`config.mk`:
```
export PLATFORM = sky130hd
export DESIGN_NAME = branch_resolver
export DESIGN_NICKNAME = d
export VERILOG_FILES = /design/src/rtl/branch_pkg.sv /design/src/rtl/branch_resolver_cond_eval.sv /design/src/rtl/branch_resolver.sv
export SDC_FILE = /design/constraint.sdc
export NUM_CORES = 1
export LEC_CHECK = 0
export ABC_AREA = 1
export CORE_MARGIN = 2
export CORE_UTILIZATION = 47
export DETAILED_ROUTE_END_ITERATION = 10
export PLACE_DENSITY = 0.83
export REMOVE_ABC_BUFFERS = 1
export SETUP_SLACK_MARGIN = 0.2
export SLEW_MARGIN = 5
export SYNTH_ARGS = -nofsm -noshare
export SYNTH_HDL_FRONTEND = slang
export SYNTH_HIERARCHICAL = 1
export SYNTH_SLANG_ARGS = --single-unit
```
`constraint.sdc`:
```
create_clock -name clk -period 2.7 [get_ports clk]
set_input_delay 0.405 -clock clk [delete_from_list [all_inputs] [get_ports clk]]
set_output_delay 0.405 -clock clk [all_outputs]
set_load 0.03 [all_outputs]
```
`src/rtl/branch_pkg.sv`:
```
// Shared branch definitions: condition codes, resolver state type, default PC width.
// Latency: n/a (definitions only).
// Backpressure: n/a.
package branch_pkg;

  localparam int DEFAULT_ADDR_W = 20;

  localparam logic [2:0] COND_ALWAYS = 3'b000;
  localparam logic [2:0] COND_LT     = 3'b001;
  localparam logic [2:0] COND_GE     = 3'b010;
  localparam logic [2:0] COND_EQ     = 3'b011;
  localparam logic [2:0] COND_NE     = 3'b100;
  localparam logic [2:0] COND_LE     = 3'b101;
  localparam logic [2:0] COND_GT     = 3'b110;
  localparam logic [2:0] COND_NEVER  = 3'b111;

  typedef enum logic [1:0] {
    ST_IDLE      = 2'd0,
    ST_WAIT_FLAG = 2'd1,
    ST_REDIRECT  = 2'd2,
    ST_FLUSH     = 2'd3
  } state_t;

endpackage

```
`src/rtl/branch_resolver_cond_eval.sv`:
```
// Condition-code evaluator: maps (cond, sign, zero) to a taken decision.
// Latency: combinational, zero cycles.
// Backpressure: none, pure function of its inputs.
module cond_eval
  import branch_pkg::*;
(
  input  logic [2:0] cond,
  input  logic       sign_flag,
  input  logic       zero_flag,
  output logic       taken
);

  // Decode the condition against the comparator flags
  always_comb begin
    taken = 1'b0;
    case (cond)
      COND_ALWAYS: taken = 1'b1;
      COND_LT:     taken = sign_flag;
      COND_GE:     taken = ~sign_flag;
      COND_EQ:     taken = zero_flag;
      COND_NE:     taken = ~zero_flag;
      COND_LE:     taken = sign_flag | zero_flag;
      COND_GT:     taken = ~sign_flag & ~zero_flag;
      default:     taken = 1'b0;
    endcase
  end

endmodule

```
`src/rtl/branch_resolver.sv`:
```
// Branch resolver: accepts a conditional branch, waits for comparator flags, emits redirect + flush.
// Latency: redirect one cycle after the accept (ALWAYS/NEVER) or after the first valid flag.
// Backpressure: br_ready low from accept until the redirect (and flush window, if taken) completes.
module branch_resolver
  import branch_pkg::*;
#(
  parameter int ADDR_W       = DEFAULT_ADDR_W,
  parameter int FLUSH_CYCLES = 2,
  parameter int CNT_W        = 16
) (
  input  logic              clk,
  input  logic              rst,
  input  logic              br_valid,
  output logic              br_ready,
  input  logic [2:0]        br_cond,
  input  logic [ADDR_W-1:0] br_pc,
  input  logic [ADDR_W-1:0] br_target,
  input  logic              flag_valid,
  input  logic              sign_flag,
  input  logic              zero_flag,
  output logic              redirect_valid,
  output logic              redirect_taken,
  output logic [ADDR_W-1:0] redirect_pc,
  output logic              flush,
  output logic [CNT_W-1:0]  taken_count
);

  // Counter only needs to hold FLUSH_CYCLES-1.
  localparam int FC_W = (FLUSH_CYCLES > 1) ? $clog2(FLUSH_CYCLES) : 1;

  state_t            state, state_nxt;
  logic [2:0]        cond_q;
  logic [ADDR_W-1:0] target_q;
  logic [ADDR_W-1:0] fall_q;
  logic [FC_W-1:0]   flush_cnt;

  logic              capture;
  logic              load_redirect;
  logic [2:0]        eval_cond;
  logic              eval_taken;
  logic [ADDR_W-1:0] redir_tgt;
  logic [ADDR_W-1:0] redir_fall;

  // In IDLE the evaluator looks at the incoming request so ALWAYS/NEVER resolve on accept.
  cond_eval u_cond_eval (
    .cond      (eval_cond),
    .sign_flag (sign_flag),
    .zero_flag (zero_flag),
    .taken     (eval_taken)
  );

  // State register
  always_ff @(posedge clk or posedge rst) begin
    if (rst) state <= ST_IDLE;
    else     state <= state_nxt;
  end

  // Next-state and load strobes; operand source follows the state
  always_comb begin
    state_nxt     = state;
    capture       = 1'b0;
    load_redirect = 1'b0;
    eval_cond     = cond_q;
    redir_tgt     = target_q;
    redir_fall    = fall_q;
    case (state)
      ST_IDLE: begin
        eval_cond  = br_cond;
        redir_tgt  = br_target;
        redir_fall = br_pc + ADDR_W'(1);
        if (br_valid) begin
          capture = 1'b1;
          if (br_cond == COND_ALWAYS || br_cond == COND_NEVER) begin
            load_redirect = 1'b1;
            state_nxt     = ST_REDIRECT;
          end else begin
            state_nxt = ST_WAIT_FLAG;
          end
        end
      end
      ST_WAIT_FLAG: begin
        if (flag_valid) begin
          load_redirect = 1'b1;
          state_nxt     = ST_REDIRECT;
        end
      end
      ST_REDIRECT: state_nxt = redirect_taken ? ST_FLUSH : ST_IDLE;
      ST_FLUSH:    if (flush_cnt == '0) state_nxt = ST_IDLE;
      default:     state_nxt = ST_IDLE;
    endcase
  end

  // Capture the request and latch the resolved redirect (held until the next one)
  always_ff @(posedge clk or posedge rst) begin
    if (rst) begin
      cond_q         <= COND_ALWAYS;
      target_q       <= '0;
      fall_q         <= '0;
      redirect_taken <= 1'b0;
      redirect_pc    <= '0;
    end else begin
      if (capture) begin
        cond_q   <= br_cond;
        target_q <= br_target;
        fall_q   <= redir_fall;
      end
      if (load_redirect) begin
        redirect_taken <= eval_taken;
        redirect_pc    <= eval_taken ? redir_tgt : redir_fall;
      end
    end
  end

  // Registered status outputs decoded from the next state
  always_ff @(posedge clk or posedge rst) begin
    if (rst) begin
      br_ready       <= 1'b1;
      redirect_valid <= 1'b0;
      flush          <= 1'b0;
    end else begin
      br_ready       <= (state_nxt == ST_IDLE);
      redirect_valid <= (state_nxt == ST_REDIRECT);
      flush          <= (state_nxt == ST_FLUSH);
    end
  end

  // Flush window down-counter and saturating taken-branch counter
  always_ff @(posedge clk or posedge rst) begin
    if (rst) begin
      flush_cnt   <= '0;
      taken_count <= '0;
    end else begin
      if (state == ST_REDIRECT)
        flush_cnt <= FC_W'(FLUSH_CYCLES - 1);
      else if (state == ST_FLUSH && flush_cnt != '0)
        flush_cnt <= flush_cnt - FC_W'(1);
      if (state == ST_REDIRECT && redirect_taken && taken_count != '1)
        taken_count <= taken_count + CNT_W'(1);
    end
  end

endmodule

```
==> results_dict.tcl, run 1 <==
set metrics [dict create \
    synth_cell_types 25 \
    fillers 885 \
    drv_cap 0 \
    cts_tree "built" \
    vias 4420 \
    area_growth_pct 25.8 \
    syn_inst 637 \
    cts_buffers 9 \
    p_leak_nw 2.76 \
    synthFlopType "dfrtp_1" \
    row_count 36 \
    worst_pin_slew_ns 0.568 \
    clockBufferDepth 2 \
    hold_class "input port to async pin" \
    finalSetupViolations 0 \
    hold_violations 0 \
    synth.area.top_cells "dfrtp_1 (46%), nand2_1 (15%), o21ai_0 (7.0%), nor2_1 (6.3%), a21oi_1 (4.7%)" \
    clk_pin_slew_ns 0.09 \
    drtIter0Drc 263 \
    rsz0062_at_grt "false" \
    relSlewSlack 0.621 \
    synth-seq-cells 86 \
    finish.utilization 0.604 \
    hold_buffers 0 \
    run_status "finished, final reports clean" \
    synthArstFlopShare 1.00 \
    antenna_found_initial 0 \
    ctsResizeCount 0 \
    post_cts_buffers 0 \
    numPortBuffers 88 \
    drtAntennaViolNets 0 \
    yosysWarningCount 6 \
    chipWidth_um 103 \
    synth_top_area_cell "dfrtp_1" \
    fin_crit_sh 0.814 \
    cts_num_sinks 86 \
    dp_hpwl_um 8000 \
    required_ns 3.00 \
    crit_type "flop to flop" \
    finalWirelength_um 11500 \
    power_w 0.00611 \
    grt_pass1_wl_um 19500 \
    viasPerCell 5.18 \
    grt-ovfl-total 0 \
    final_nets 766 \
    use_met2 0.387 \
    ioPinCount 89 \
    grt_pass1_vias 4303 \
    routedWlPerCell_um 13.5 \
    drtPass1Iterations 5 \
    grt_max_degree 64 \
    use_met3 0.0397 \
    worstPathMaxFanout 11 \
    place_congestion 0.858 \
    drc_errors 0 \
    endpoint_kind "flop" \
    die_height_um 103 \
    min_period_ns 2.20 \
    synth_area_um2 4650 \
    ir_worst_vdd_uv 623 \
    synth_top_area_share 0.458 \
    postSynthAreaPerCell_um2 7.30 \
    start_kind "flop" \
    drive_gt1_frac 0.0431 \
    skew_ns 0.0143 \
    synth_edf_count 0 \
    max_freq_ghz 0.455 \
    met1_usage 0.305 \
    cts_root_buf "clkbuf_8" \
    h-tree-depth 3 \
    core-area_um2 9680 \
    dieArea_um2 10700 \
    busiest_layer "met2" \
    drv_slew 0 \
    worstPathArrival_ns 2.50 \
    initial_core_util 0.480 \
    yosysSeqAreaShare 0.463 \
    track_usage 0.231 \
    diodes 0 \
    p_per_area_nw_per_um2 1050 \
    clk_latency_ns 0.36 \
]
-- critical path, stage by stage (launching register included) --
cell and delay (ns):
dfrtp_1 0.48, nor2_4 0.12, inv_1 0.11, o21ai_0 0.33
nand2_1 0.12, nand3_1 0.10, nand2_1 0.10, inv_1 0.32
o21ai_0 0.16, a21oi_1 0.15, o21ai_0 0.09, nand2_1 0.07
-- cell families after synthesis --
kind of cell / count (synthesis) / share of synthesized area
simple gates: 324 / 0.285
compound gates: 119 / 0.131
xor+xnor: 21 / 0.0396
buf+inv: 85 / 0.0757
fa+ha+maj: 2 / 0.00538
flops: 86 / 0.463
-- final timing paths --
check,from,endpoint,slack [ns],depth (start not counted)
max,state[1]$_DFF_PP0_,redirect_pc[1]$_DFFE_PP0P_,0.50,11
min,rst,taken_count[7]$_DFFE_PP0P_,0.35,2
max reg2reg,state[1]$_DFF_PP0_,redirect_pc[1]$_DFFE_PP0P_,0.50,11
min reg2reg,fall_q[5]$_DFFE_PP0P_,fall_q[5]$_DFFE_PP0P_,0.48,2
max in group asynchronous,rst,redirect_pc[4]$_DFFE_PP0P_,1.67,3
min in group clk,fall_q[5]$_DFFE_PP0P_,fall_q[5]$_DFFE_PP0P_,0.48,2
-- flip-flops by register name, summed over array words and instances, names as in the netlist --
register,cells
flush,1
cond_q,3
redirect_valid,1
state,2
fall_q,20
target_q,20
br_ready,1
redirect_pc,20
redirect_taken,1
flush_cnt,1
taken_count,16
-- synthesized netlist by cell type (2+ instances only) --
cell and number:
nand2_1 190, dfrtp_1 85, nor2_1 78, o21ai_0 65, inv_1 56, a21oi_1 44, nand3_1 40, xor2_1 14
clkbuf_1 13, buf_2 11, a31oi_1 9, xnor2_1 7, nand4_1 5, nor3_1 3, buf_6 2, ha_1 2
inv_2 2, nand2_4 2, nor2_4 2, or2_2 2
-- stage by stage --
stage / setup TNS [ns] / hold WS, ns / cells / cell area (um^2) / setup slack, ns
after detailed placement: 0 / 0.466 / 837 / 5630 / 0.251
after floorplan: -10.80 / 0.448 / 610 / 4510 / -0.640
after global placement: 0 / 0.461 / 837 / 5630 / 0.420
final: 0 / 0.352 / 853 / 5850 / 0.503
after CTS: 0 / 0.362 / 853 / 5850 / 0.531
after global routing: 0 / 0.392 / 853 / 5850 / 0.227
-- layout by cell type (no fill, tap or decap) --
master	count
bufinv_16	2
ha_1	2
dfrtp_1	85
xor2_1	14
or2_2	2
o21ai_0	65
nand4_1	5
nand2_4	2
clkinv_2	3
dfstp_2	1
buf_4	4
clkbuf_8	10
a21oi_1	44
nand2_1	190
nand2_2	1
nor3_1	3
inv_1	55
buf_12	2
nand3_1	40
xnor2_1	7
clkbuf_1	2
a31oi_1	9
nand3b_1	1
inv_2	2
o211ai_1	1
nor2_4	2
clkdlybuf4s50_1	88
nor2_1	78
-- final cells by class --
type,instances,area [um^2],share of cell area
Sequential cell,86,2150,0.368
Multi-Input combinational cell,466,2140,0.366
Timing Repair Buffer,94,951,0.163
Inverter,58,219,0.0374
Tap cell,133,166,0.0285
Clock buffer,12,145,0.0248
Clock inverter,4,70.1,0.0120
-- where the power goes --
group / total, W / switching, W / internal (W)
clock: 0.00100 / 0.000456 / 0.000545
sequential: 0.00216 / 0.000337 / 0.00183
combinational: 0.00295 / 0.00186 / 0.00109
-- metal layers --
metal	vias to the layer above	routed length, um
li1	2185	-
met1	2066	5020
met2	151	5510
met3	18	764
met4	0	186
met5	-	0
No activity file was read; power rests on OpenSTA's default activity.
==> inputs of run 2 (changes only) <==
==> constraint.sdc (replaced) <==
create_clock -name clk -period 1.9 [get_ports clk]
set_input_delay 0.285 -clock clk [delete_from_list [all_inputs] [get_ports clk]]
set_output_delay 0.285 -clock clk [all_outputs]
set_load 0.03 [all_outputs]
==> results_dict.tcl, run 2 (synthesis gave the netlist of run 1 again) <==
set metrics [dict create \
    run_status "finished, final reports clean" \
    dp_hpwl_um 8300 \
    max_freq_ghz 0.529 \
    diodes 0 \
    row_count 36 \
    hold_class "input port to async pin" \
    drv_slew 0 \
    drtPass1Iterations 4 \
    drtIter0Drc 254 \
    final_cell_mix "nand2_1 (186), dfrtp_1 (85), nor2_1 (76)" \
    setup_ws_ns 0.0100 \
    fillers 823 \
    antenna_found_initial 0 \
    drc_errors 0 \
    track_usage 0.251 \
    ioPinCount 89 \
    area_growth_pct 35.4 \
    routedWlPerCell_um 14.1 \
    dieArea_um2 10700 \
    skew_ns 0.0103 \
    dpl_cell_area_um2 5830 \
    vias 4595 \
    p_per_area_nw_per_um2 1530 \
    finalWirelength_um 12400 \
    final_common_cell "nand2_1" \
    core-area_um2 9680 \
    cts_num_sinks 86 \
    numPortBuffers 88 \
    worst_pin_slew_ns 0.465 \
    worstPathMaxFanout 12 \
    relSlewSlack 0.690 \
    final_cells 881 \
    viasPerCell 5.22 \
    die_height_um 103 \
    endpoint_kind "flop" \
    cts_root_buf "clkbuf_8" \
    fin_crit_sh 0.995 \
    ff2ff_path_depth 14 \
    drv_cap 0 \
    place_inst 862 \
    grt_pass1_vias 4581 \
    place_congestion 0.894 \
    rr_startpoint "state[0]$_DFF_PP0_" \
    worstPathArrival_ns 2.14 \
    drive_gt1_frac 0.108 \
    grt_max_degree 87 \
    crit_type "flop to flop" \
    chipWidth_um 103 \
    grt-ovfl-total 0 \
    start_kind "flop" \
    drtAntennaViolNets 0 \
    min_period_ns 1.89 \
    cts_buffers 9 \
    cp-startpoint "state[0]$_DFF_PP0_" \
    rsz0062_at_grt "true" \
    initial_core_util 0.480 \
    finalSetupTns_ns 0 \
    cts_tree "built" \
    reg_top3 "fall_q: 20 flops, redirect_pc: 20 flops, target_q: 20 flops" \
    clk_pin_slew_ns 0.09 \
    p_leak_nw 3.19 \
    finalSetupViolations 0 \
    clk_latency_ns 0.36 \
    h-tree-depth 3 \
    design_area_um2 6290 \
    hold_buffers 0 \
    ir_worst_vdd_uv 880 \
    required_ns 2.15 \
    hold_violations 0 \
    grt_pass1_wl_um 21000 \
    clockBufferDepth 2 \
    final_nets 795 \
    pre_cts_ws_ns -0.300 \
]
## run 2: cell types whose count changed in the layout (fill, tap and decap cells not counted), moves of 4 or more
cell | previous run | this run
clkdlybuf4s50_1 | 88 | 50
buf_4 | 4 | 27
dlygate4sd2_1 | 0 | 23
dlymetal6s2s_1 | 0 | 15
o21ai_0 | 65 | 53
o21ai_1 | 0 | 8
a21oi_1 | 44 | 39
a21oi_2 | 0 | 5
nand2_1 | 190 | 186
## run 2: area by class of cell
type / instances / area [um^2] / area share
clock inverters: 4 / 120 / 0.0191
clock buffers: 11 / 131 / 0.0209
multi-input cells: 466 / 2250 / 0.357
repair buffers: 123 / 1250 / 0.198
flip-flops and latches: 86 / 2150 / 0.342
inverters: 58 / 226 / 0.0360
well taps: 133 / 166 / 0.0264
## run 2: metrics by stage
stage	power (W)	hold slack [ns]	util
global placement	0.00734	0.461	0.602
global route	0.0104	0.412	0.650
finish	0.00964	0.351	0.650
floorplan	0.00570	0.395	-
CTS	0.00939	0.373	0.635
detailed placement	0.00752	0.465	0.602
## run 2: critical path, cell delays in order (launching register included)
cell	delay [ns]
dfrtp_1	0.42
nor2_4	0.19
inv_6	0.08
nand2_1	0.12
o21ai_4	0.08
inv_1	0.06
nand2_1	0.06
nand3_2	0.08
nand2_4	0.09
buf_16	0.16
buf_4	0.14
a21oi_1	0.13
nand2_1	0.07
nand2_1	0.05
nand2_1	0.05
## run 2: repair_timing
action                                  CTS  global route
setup buffers                             1             2
endpoints found under the setup margin   93            96
pin swaps                                 3             2
cloned                                    1             0
gates resized for setup                  46            47
## run 2: worst paths after layout
| check | slack, ns | to |
|---|---|---|
| worst max-delay path | 0.01 | redirect_pc[15]$_DFFE_PP0P_ |
| worst min-delay path | 0.35 | taken_count[13]$_DFFE_PP0P_ |
| worst max register to register | 0.01 | redirect_pc[15]$_DFFE_PP0P_ |
| max in group asynchronous | 1.20 | taken_count[11]$_DFFE_PP0P_ |
| min in group clk | 0.48 | redirect_pc[3]$_DFFE_PP0P_ |
| worst min register to register | 0.48 | redirect_pc[3]$_DFFE_PP0P_ |
## run 2: layer usage
layer,vias to the layer above,global-route usage,wire [um]
met5,-,0,0
met4,0,0.111,299
met3,30,0.0524,757
met2,163,0.403,5980
met1,2159,0.328,5420
li1,2243,-,-
## run 2: where the power goes
part	switching [W]	internal [W]	total [W]
clock	0.000668	0.00100	0.00167
combinational	0.00299	0.00195	0.00493
sequential	0.000444	0.00260	0.00304
total	0.00410	0.00554	0.00964
==> inputs of run 3 (changes only) <==
--- a/config.mk
+++ b/config.mk
@@ -7,9 +7,9 @@
 export LEC_CHECK = 0
 export ABC_AREA = 1
 export CORE_MARGIN = 2
-export CORE_UTILIZATION = 47
+export CORE_UTILIZATION = 45
 export DETAILED_ROUTE_END_ITERATION = 10
-export PLACE_DENSITY = 0.83
+export PLACE_DENSITY = 0.8
 export REMOVE_ABC_BUFFERS = 1
 export SETUP_SLACK_MARGIN = 0.2
 export SLEW_MARGIN = 5
==> constraint.sdc (replaced) <==
create_clock -name clk -period 1.9 [get_ports clk]
set_input_delay 0.285 -clock clk [delete_from_list [all_inputs] [get_ports clk]]
set_output_delay 0.285 -clock clk [all_outputs]
set_load 0.1 [all_outputs]
==> results_dict.tcl, run 3 (synthesis gave the netlist of run 1 again) <==
set metrics [dict create \
    run_status "complete, but fails checks" \
    failed_checks "setup timing" \
    numPortBuffers 88 \
    drtAntennaViolNets 0 \
    cts_tree "built" \
    drv_cap 0 \
    rr_startpoint "state[0]$_DFF_PP0_" \
    drive_gt1_frac 0.186 \
    place_inst 869 \
    p_per_area_nw_per_um2 1780 \
    cts_num_sinks 86 \
    ioPinCount 89 \
    area_growth_pct 35.9 \
    cpMostUsedCell "nand2_1" \
    crit_type "flop to flop" \
    clk_latency_ns 0.35 \
    final_common_cell "nand2_1" \
    fillers 887 \
    crit_chain "nor2_4 > inv_4 > nand2_2 > o21ai_4 > inv_1 > nand2_1 > nand3_2 > nand2_4 > buf_4 > clkbuf_16 > a21oi_1 > o21ai_0 > nand2_1 > nand2_1" \
    whs_ns 0.295 \
    worst_r2r_endpoint "redirect_pc[10]$_DFFE_PP0P_" \
    cp-startpoint "state[0]$_DFF_PP0_" \
    required_ns 2.15 \
    worstSetupEndpoint "redirect_pc[10]$_DFFE_PP0P_" \
    relSlewSlack 0.712 \
    grt-ovfl-total 0 \
    place_congestion 0.839 \
    ff2ff_path_depth 14 \
    rsz0062_at_grt "true" \
    dpl_cell_area_um2 5820 \
    drc_errors 0 \
    reg2reg_slack_ns -0.02 \
    h-tree-depth 3 \
    antenna_found_initial 0 \
    finalWirelength_um 12900 \
    grt_pass1_vias 4551 \
    max_freq_ghz 0.522 \
    initial_core_util 0.456 \
    cts_root_buf "clkbuf_8" \
    hold_violations 0 \
    worstPathArrival_ns 2.17 \
    dp_hpwl_um 8780 \
    setup_ws_ns -0.0153 \
    grt_max_degree 44 \
    drtIter0Drc 253 \
    fin_crit_sh 1.01 \
    routedWlPerCell_um 14.3 \
    die_height_um 106 \
    clk_pin_slew_ns 0.09 \
    final_cell_mix "nand2_1 (183), dfrtp_1 (84), nor2_1 (76)" \
    grt_pass1_wl_um 20900 \
    chipWidth_um 106 \
    clockBufferDepth 2 \
    track_usage 0.230 \
    viasPerCell 5.21 \
    core-area_um2 10200 \
    p_leak_nw 3.08 \
    start_kind "flop" \
    cp.depth 14 \
    endpoint_kind "flop" \
    ir_worst_vdd_uv 1400 \
    path_buf_inv 4 \
    finalSetupViolations 3 \
    crit_slowest_cell "dfrtp_2" \
    cts_buffers 9 \
    worstPathMaxFanout 7 \
    diodes 0 \
    dieArea_um2 11200 \
    hold_buffers 0 \
    skew_ns 0.0122 \
    design_area_um2 6310 \
    crit_family "simple AND/OR/NAND/NOR gates" \
    hold_class "input port to async pin" \
    row_count 37 \
    cpPeakStageDelay_ns 0.44 \
    drtPass1Iterations 5 \
    final_cells 899 \
    min_period_ns 1.92 \
    final_nets 809 \
    drv_slew 0 \
    worst_pin_slew_ns 0.429 \
    reg_top3 "fall_q: 20 flops, redirect_pc: 20 flops, target_q: 20 flops" \
    vias 4684 \
]
run 3: worst register-to-register path: cells and delay by family, from the launching register on:
kind,cells,cell delay [ns]
AND/OR/NAND/NOR,7,0.63
buffers and inverters,4,0.45
flip-flops,1,0.44
AO/OA/AOI/OAI,3,0.30
run 3: worst min-delay path by stage:
stage / slack (ns) / depth (start not counted) / endpoint
6_report: 0.29 / 3 / redirect_taken$_DFFE_PP0P_
2_1_floorplan: 0.39 / 2 / target_q[10]$_DFFE_PP0P_
4_1_cts: 0.31 / 3 / fall_q[5]$_DFFE_PP0P_
5_1_grt: 0.33 / 3 / fall_q[5]$_DFFE_PP0P_
3_3_place_gp: 0.46 / 2 / target_q[17]$_DFFE_PP0P_
3_5_place_dp: 0.47 / 2 / fall_q[3]$_DFFE_PP0P_
run 3: through the flow:
stage	setup slack, ns	util	TNS [ns]	power, W
after detailed placement	-0.451	0.571	-6.65	0.00906
after global placement	-0.240	0.571	-3.91	0.00888
final	-0.0153	0.620	-0.0331	0.0112
after global routing	-0.142	0.620	-1.96	0.0119
after floorplan	-1.44	-	-88.28	0.00718
after CTS	0.0657	0.603	0	0.0108
run 3: final cells by class:
cell class | instances | area [um^2] | share of cell area
clock inverters | 5 | 52.6 | 0.00832
flip-flops and latches | 86 | 2150 | 0.341
multi-input cells | 466 | 2250 | 0.357
repair inverters | 1 | 7.51 | 0.00119
repair buffers | 136 | 1310 | 0.208
clock buffers | 11 | 131 | 0.0208
well taps | 136 | 170 | 0.0269
inverters | 58 | 233 | 0.0369
run 3: routing by layer:
| metal | GRT usage | routed length, um |
|---|---|---|
| met5 | 0 | 0 |
| met1 | 0.309 | 5650 |
| met3 | 0.0291 | 647 |
| met2 | 0.381 | 6400 |
| met4 | 0.0836 | 184 |
run 3: power breakdown:
group,total (W),switching (W),internal (W)
Combinational,0.00690,0.00462,0.00229
Sequential,0.00308,0.000483,0.00260
Clock,0.00126,0.000653,0.000603
Total,0.0112,0.00575,0.00549
run 3: what timing repair did:
action                                  in CTS  in global routing
buffers inserted                             4                  6
pin swaps                                    6                  7
cloned                                       2                  2
gates resized for setup                     30                 27
endpoints found under the setup margin      33                 37
